<file path="src/rtl/uart_rx.sv">
// Register-mapped 8N1 UART receiver: synchronised serial input, mid-bit sampling
// FSM, small receive FIFO, sticky overrun/frame flags and a programmable divisor.
module uart_rx #(
  parameter int          FIFO_DEPTH  = 4,
  parameter logic [15:0] DEFAULT_DIV = 16'd127
) (
  input  logic        clk,
  input  logic        rst_n,
  input  logic        rx,
  input  logic        we,
  input  logic        re,
  input  logic [2:0]  reg_num,
  input  logic [31:0] wd,
  output logic [31:0] rd,
  output logic        irq
);

  localparam int AW = (FIFO_DEPTH > 2) ? $clog2(FIFO_DEPTH) : 1;
  localparam int CW = AW + 1;

  typedef enum logic [1:0] {
    S_IDLE,
    S_START,
    S_DATA,
    S_STOP
  } state_e;

  state_e        state_q, state_d;
  logic          rx_meta_q, rx_s_q, rx_prev_q;
  logic [15:0]   cnt_q, cnt_d;
  logic [15:0]   bdiv_q, bdiv_d;
  logic [2:0]    idx_q, idx_d;
  logic [7:0]    shift_q, shift_d;
  logic          push, fe_set;

  logic [7:0]    mem [FIFO_DEPTH];
  logic [AW-1:0] wr_ptr_q, rd_ptr_q;
  logic [CW-1:0] count_q;
  logic          ovr_q, fe_q;
  logic [15:0]   div_q;

  logic          empty, full, pop, push_ok, ovr_set, clr_wr;
  logic [15:0]   eff_div, half_m1, full_m1;
  logic          unused_wd;

  assign unused_wd = ^wd[31:16];

  assign empty   = (count_q == '0);
  assign full    = (count_q == CW'(FIFO_DEPTH));
  assign pop     = re && (reg_num == 3'd0) && !empty;
  // A pop in the same cycle frees the slot, so a push into a full FIFO still lands.
  assign push_ok = push && (!full || pop);
  assign ovr_set = push && full && !pop;
  assign clr_wr  = we && (reg_num == 3'd2);
  assign eff_div = (div_q < 16'd2) ? 16'd2 : div_q;
  assign half_m1 = (bdiv_q >> 1) - 16'd1;
  assign full_m1 = bdiv_q - 16'd1;

  always_ff @(posedge clk or negedge rst_n) begin
    if (!rst_n) begin
      rx_meta_q <= 1'b1;
      rx_s_q    <= 1'b1;
      rx_prev_q <= 1'b1;
      state_q   <= S_IDLE;
      cnt_q     <= '0;
      bdiv_q    <= 16'd2;
      idx_q     <= '0;
      shift_q   <= '0;
    end else begin
      rx_meta_q <= rx;
      rx_s_q    <= rx_meta_q;
      rx_prev_q <= rx_s_q;
      state_q   <= state_d;
      cnt_q     <= cnt_d;
      bdiv_q    <= bdiv_d;
      idx_q     <= idx_d;
      shift_q   <= shift_d;
    end
  end

  always_comb begin
    state_d = state_q;
    cnt_d   = cnt_q + 16'd1;
    bdiv_d  = bdiv_q;
    idx_d   = idx_q;
    shift_d = shift_q;
    push    = 1'b0;
    fe_set  = 1'b0;
    case (state_q)
      S_IDLE: begin
        cnt_d = '0;
        // Only a true falling edge starts a frame; a line stuck low stays idle.
        if (rx_prev_q && !rx_s_q) begin
          bdiv_d  = eff_div;
          state_d = S_START;
        end
      end
      S_START: begin
        if (cnt_q == half_m1) begin
          cnt_d = '0;
          if (rx_s_q) begin
            state_d = S_IDLE;
          end else begin
            idx_d   = '0;
            state_d = S_DATA;
          end
        end
      end
      S_DATA: begin
        if (cnt_q == full_m1) begin
          cnt_d          = '0;
          shift_d[idx_q] = rx_s_q;
          if (idx_q == 3'd7) state_d = S_STOP;
          else               idx_d   = idx_q + 3'd1;
        end
      end
      S_STOP: begin
        if (cnt_q == full_m1) begin
          cnt_d   = '0;
          state_d = S_IDLE;
          if (rx_s_q) push   = 1'b1;
          else        fe_set = 1'b1;
        end
      end
      default: state_d = S_IDLE;
    endcase
  end

  always_ff @(posedge clk) begin
    if (push_ok) mem[wr_ptr_q] <= shift_q;
  end

  always_ff @(posedge clk or negedge rst_n) begin
    if (!rst_n) begin
      wr_ptr_q <= '0;
      rd_ptr_q <= '0;
      count_q  <= '0;
      ovr_q    <= 1'b0;
      fe_q     <= 1'b0;
      div_q    <= DEFAULT_DIV;
    end else begin
      if (push_ok) wr_ptr_q <= wr_ptr_q + AW'(1);
      if (pop)     rd_ptr_q <= rd_ptr_q + AW'(1);
      if (push_ok && !pop)      count_q <= count_q + CW'(1);
      else if (!push_ok && pop) count_q <= count_q - CW'(1);
      // Set has priority over a write-1-to-clear in the same cycle.
      ovr_q <= (ovr_q & ~(clr_wr & wd[2])) | ovr_set;
      fe_q  <= (fe_q & ~(clr_wr & wd[3])) | fe_set;
      if (we && (reg_num == 3'd3)) div_q <= wd[15:0];
    end
  end

  always_comb begin
    rd = '0;
    case (reg_num)
      3'd0: if (!empty) rd[7:0] = mem[rd_ptr_q];
      3'd1: begin
        rd[0]    = !empty;
        rd[1]    = full;
        rd[2]    = ovr_q;
        rd[3]    = fe_q;
        rd[4]    = (state_q != S_IDLE);
        rd[15:8] = 8'(count_q);
      end
      3'd3:    rd[15:0] = div_q;
      default: rd = '0;
    endcase
  end

  assign irq = !empty | ovr_q | fe_q;

endmodule

</file>
<file path="config.mk">
export PLATFORM = sky130hd
export DESIGN_NAME = uart_rx
export DESIGN_NICKNAME = d
export VERILOG_FILES = /design/src/rtl/uart_rx.sv
export SDC_FILE = /design/constraint.sdc
export NUM_CORES = 1
export LEC_CHECK = 0
export CAP_MARGIN = 20
export CORE_MARGIN = 1
export CORE_UTILIZATION = 25
export DETAILED_ROUTE_END_ITERATION = 8
export GPL_TIMING_DRIVEN = 0
export SLEW_MARGIN = 0
export SYNTH_ARGS = -nofsm -noshare
export SYNTH_HDL_FRONTEND = slang
export SYNTH_SLANG_ARGS = --single-unit
</file>
<file path="constraint.sdc">
create_clock -name clk -period 3.95 [get_ports clk]
set_input_delay 1.185 -clock clk [delete_from_list [all_inputs] [get_ports clk]]
set_output_delay 1.185 -clock clk [all_outputs]
set_load 0.01 [all_outputs]
</file>
==> summary.md <==
| Metric | Value |
|---|---|
| Status | `finished, final reports clean` |
| Slew margin rel. | `0.405` |
| Fin crit share | `0.991` |
| Power per Cell Area | `~560 mW/mm^2` |
| Most instantiated cells after synthesis | `62 x dfrtp_1, 38 x mux2_2, 34 x xnor2_1, 32 x edfxtp_1, 31 x nand2_1` |
| Synth Register Bits | `roughly 110` |
| First-pass GRT wire length | `between 20000 and 25000 um` |
| Num CTS Buffers | `9` |
| Async SR Flop Fraction | `0.695` |
| Clock sinks | `about 110` |
| Clk_lat worst skew | `350 ps` |
| Synth area leaders | `dfrtp_1 26%, edfxtp_1 16%, mux2_2 7.3%, xnor2_1 5.1%, dfstp_2 4.9%` |
| Sequential area share after synthesis | `0.476` |
| Cells after synthesis | `542` |
| Worst-path maximum fanout | `7` |
| First drt pass iteration count | `4` |
| Number of buffers added on ports | `40` |
| Worst-case clock buffer depth | `2` |
| Clk_skew | `9.11 ps` |
| CP startpoint kind | `input pin` |
| Crit end category | `output pin` |
| Fin. max-slew vios | `0` |
| Final hold vios | `0` |
| YS warnings | `0` |
| Leak pwr | `~0.0028 uW` |
| CP required | `2760 ps` |
| Buf+Inv Stages, Crit Path | `3` |
| Fillcell total | `2349` |
| H-tree levels | `3` |
| Remaining global-route overflow | `0` |
| Hold_ws | `358 ps` |
| Cell type with the largest total area after synthesis | `dfrtp_1` |
| # diodes | `0` |
| DR iter-0 viols | `249` |
| Final setup viols | `0` |
| PnR worst setup slack | `roughly 36 ps` |
| Layout area overhead | `22.8%` |
| Final #Nets | `671` |
| Routability cong. | `0.900` |
| Final WL | `14200 um` |
| CTS tree | `done` |
| Post-route design area | `0.00723 mm^2` |
| Worst slew pin tran | `885 ps` |
| Final Critical Period | `3910 ps` |
| Via count | `4302` |
| Slowest-stage cell, CP | `clkdlybuf4s50_1` |
| Routed wire per std cell | `approximately 15 um` |
| IO Pins | `73` |
| RSZ-0062 raised after global routing | `true` |
| Unique cell type count in the Yosys netlist | `62` |
| Cell with the most instances after synthesis | `dfrtp_1` |
| Detailed Place HPWL | `about 11000 um` |
| Post-synthesis area per instance | `approximately 11 um^2` |
| Clock Pin Slew Worst Setup and Hold Paths | `70 ps` |
| Final ANT Viol Nets | `0` |
| Total Power | `between 4000 and 5000 uW` |
| Arr. time, crit path | `between 2000 and 3000 ps` |
| Worst-path cell chain | `clkdlybuf4s15_2 > nor4_4 > buf_4 > a22o_1 > clkdlybuf4s50_1` |
| Horiz. Die Dim | `between 150 and 200 um` |
| Share of layout cells above drive strength 1 | `0.208` |
| Largest net degree at the start of global routing | `46` |
| Ys flop type | `dfrtp_1` |
| Routed vias/inst | `between 4 and 5` |
| Peak supply drop | `0.000240 V` |
| Initial antenna violation count | `0` |
| Maximum clock frequency | `0.255 GHz` |
| Core Box Area | `0.0228 mm^2` |
| Reg2reg setup slack | `200 ps` |
| Overall routing resource usage | `0.121` |
| Placement Rows | `55` |
| Initial Util | `0.258` |
| Place WS | `-808 ps` |
| Synthesized area | `0.00588 mm^2` |
| Post-Route Setup TNS | `0 ps` |
| Full die area | `0.0242 mm^2` |
| CP delay by family, top | `buffers and inverters` |
| Max_cap viols | `0` |
| CTS root buf | `clkbuf_16` |
| Die Span Y | `155 um` |
| Top-area cell type share of the netlist area | `0.264` |
| Vias in the first global route | `approximately 4200` |
| Residual DRC count | `0` |
| Critical path type | `input pin to output pin` |
| Crit path largest cell delay | `550 ps` |
| HP Class | `flip-flop to flip-flop` |
| Area of placed instances | `0.00679 mm^2` |
| Number of synthesized flops with an enable pin | `32` |
cells by family after synthesis:
family / count (synthesis) / synth area share
xor+xnor: 56 / 0.0834
fa+ha+maj: 11 / 0.0247
other cells: 1 / 0.000637
mux: 52 / 0.114
simple gates: 177 / 0.159
buf+inv: 71 / 0.0589
flops: 105 / 0.476
compound gates: 69 / 0.0838
routing by layer:
layer  up-vias  routed length, um  global-route usage
met3        10                716              0.0201
li1       2083                  -                   -
met1      2113               6730               0.168
met5         -                  0                   0
met4         0                170              0.0373
met2        96               6560               0.193
state kept, by name, indices dropped and copies added (netlist names), named ones only:
name	cells
ovr_q	1
idx_q	3
mem	32
rx_meta_q	1
fe_q	1
cnt_q	16
div_q	16
wr_ptr_q	2
rd_ptr_q	2
bdiv_q	16
rx_prev_q	1
count_q	3
shift_q	8
state_q	1
rx_s_q	1
timing repair:
action | in CTS | in global routing
endpoints found under the setup margin | 25 | 27
hold buffers | 0 | 0
buffers inserted | 2 | 6
gates resized for setup | 21 | 8
pin swaps | 5 | 3
placed cells by master, fill, tap and decap left out, drive strengths merged, types with 3 or more instances in the layout:
cell and n:
a21o 3, a21oi 20, a22o 6, a31o 3
a31oi 3, and2 8, and3 11, buf 38
clkbuf 35, clkdlybuf4s50 31, conb 16, dfrtp 62
dfstp 11, dlygate4sd2 4, edfxtp 32, ha 10
inv 26, mux2 38, mux2i 6, mux4 8
nand2 31, nand2b 3, nand3 21, nand3b 3
nand4 21, nor2 29, nor2b 3, nor3 23
nor3b 3, nor4 10, o211ai 4, o21ai 8
o31ai 5, or2 3, xnor2 34, xor2 22
path summary, 6_finish.rpt:
kind                       cells after the start  startpoint          to
max                                            5  reg_num[1]       rd[6]
min reg2reg                                    0   rx_meta_q      rx_s_q
max in group asynchronous                      2       rst_n    div_q[6]
min in group asynchronous                      1       rst_n  bdiv_q[14]
max reg2reg                                   13   bdiv_q[1]   mem[0][0]
min                                            0   rx_meta_q      rx_s_q
report_power, final:
group          switching, uW  internal [uW]
Sequential               208           1300
Clock                    419            505
Combinational            914            717
Total                   1540           2520
worst register-to-register path, stage by stage, from the launching register on:
cell and delay, ps:
dfstp_2 570, inv_1 80, ha_1 190, clkbuf_2 180
nor2b_1 190, and2_1 200, xnor2_1 190, mux2i_1 140
nor4_2 350, nand4_1 170, buf_4 200, buf_4 140
nor3_1 610, buf_4 270
area by class of cell:
type / instances / area, um^2 / area share
Buffer: 48 / 264 / 0.0365
Multi-Input combinational cell: 381 / 2860 / 0.396
Inverter: 21 / 78.8 / 0.0109
Tap cell: 313 / 392 / 0.0542
Clock buffer: 9 / 225 / 0.0312
Sequential cell: 105 / 2800 / 0.388
Timing Repair Buffer: 54 / 518 / 0.0717
Clock inverter: 7 / 82.6 / 0.0114
per-stage QoR:
stage	cells	util
after floorplan	557	-
after global placement	910	0.295
after detailed placement	916	0.297
after CTS	932	0.313
after global routing	938	0.316
final	938	0.316
No activity file was read; power rests on OpenSTA's default activity.
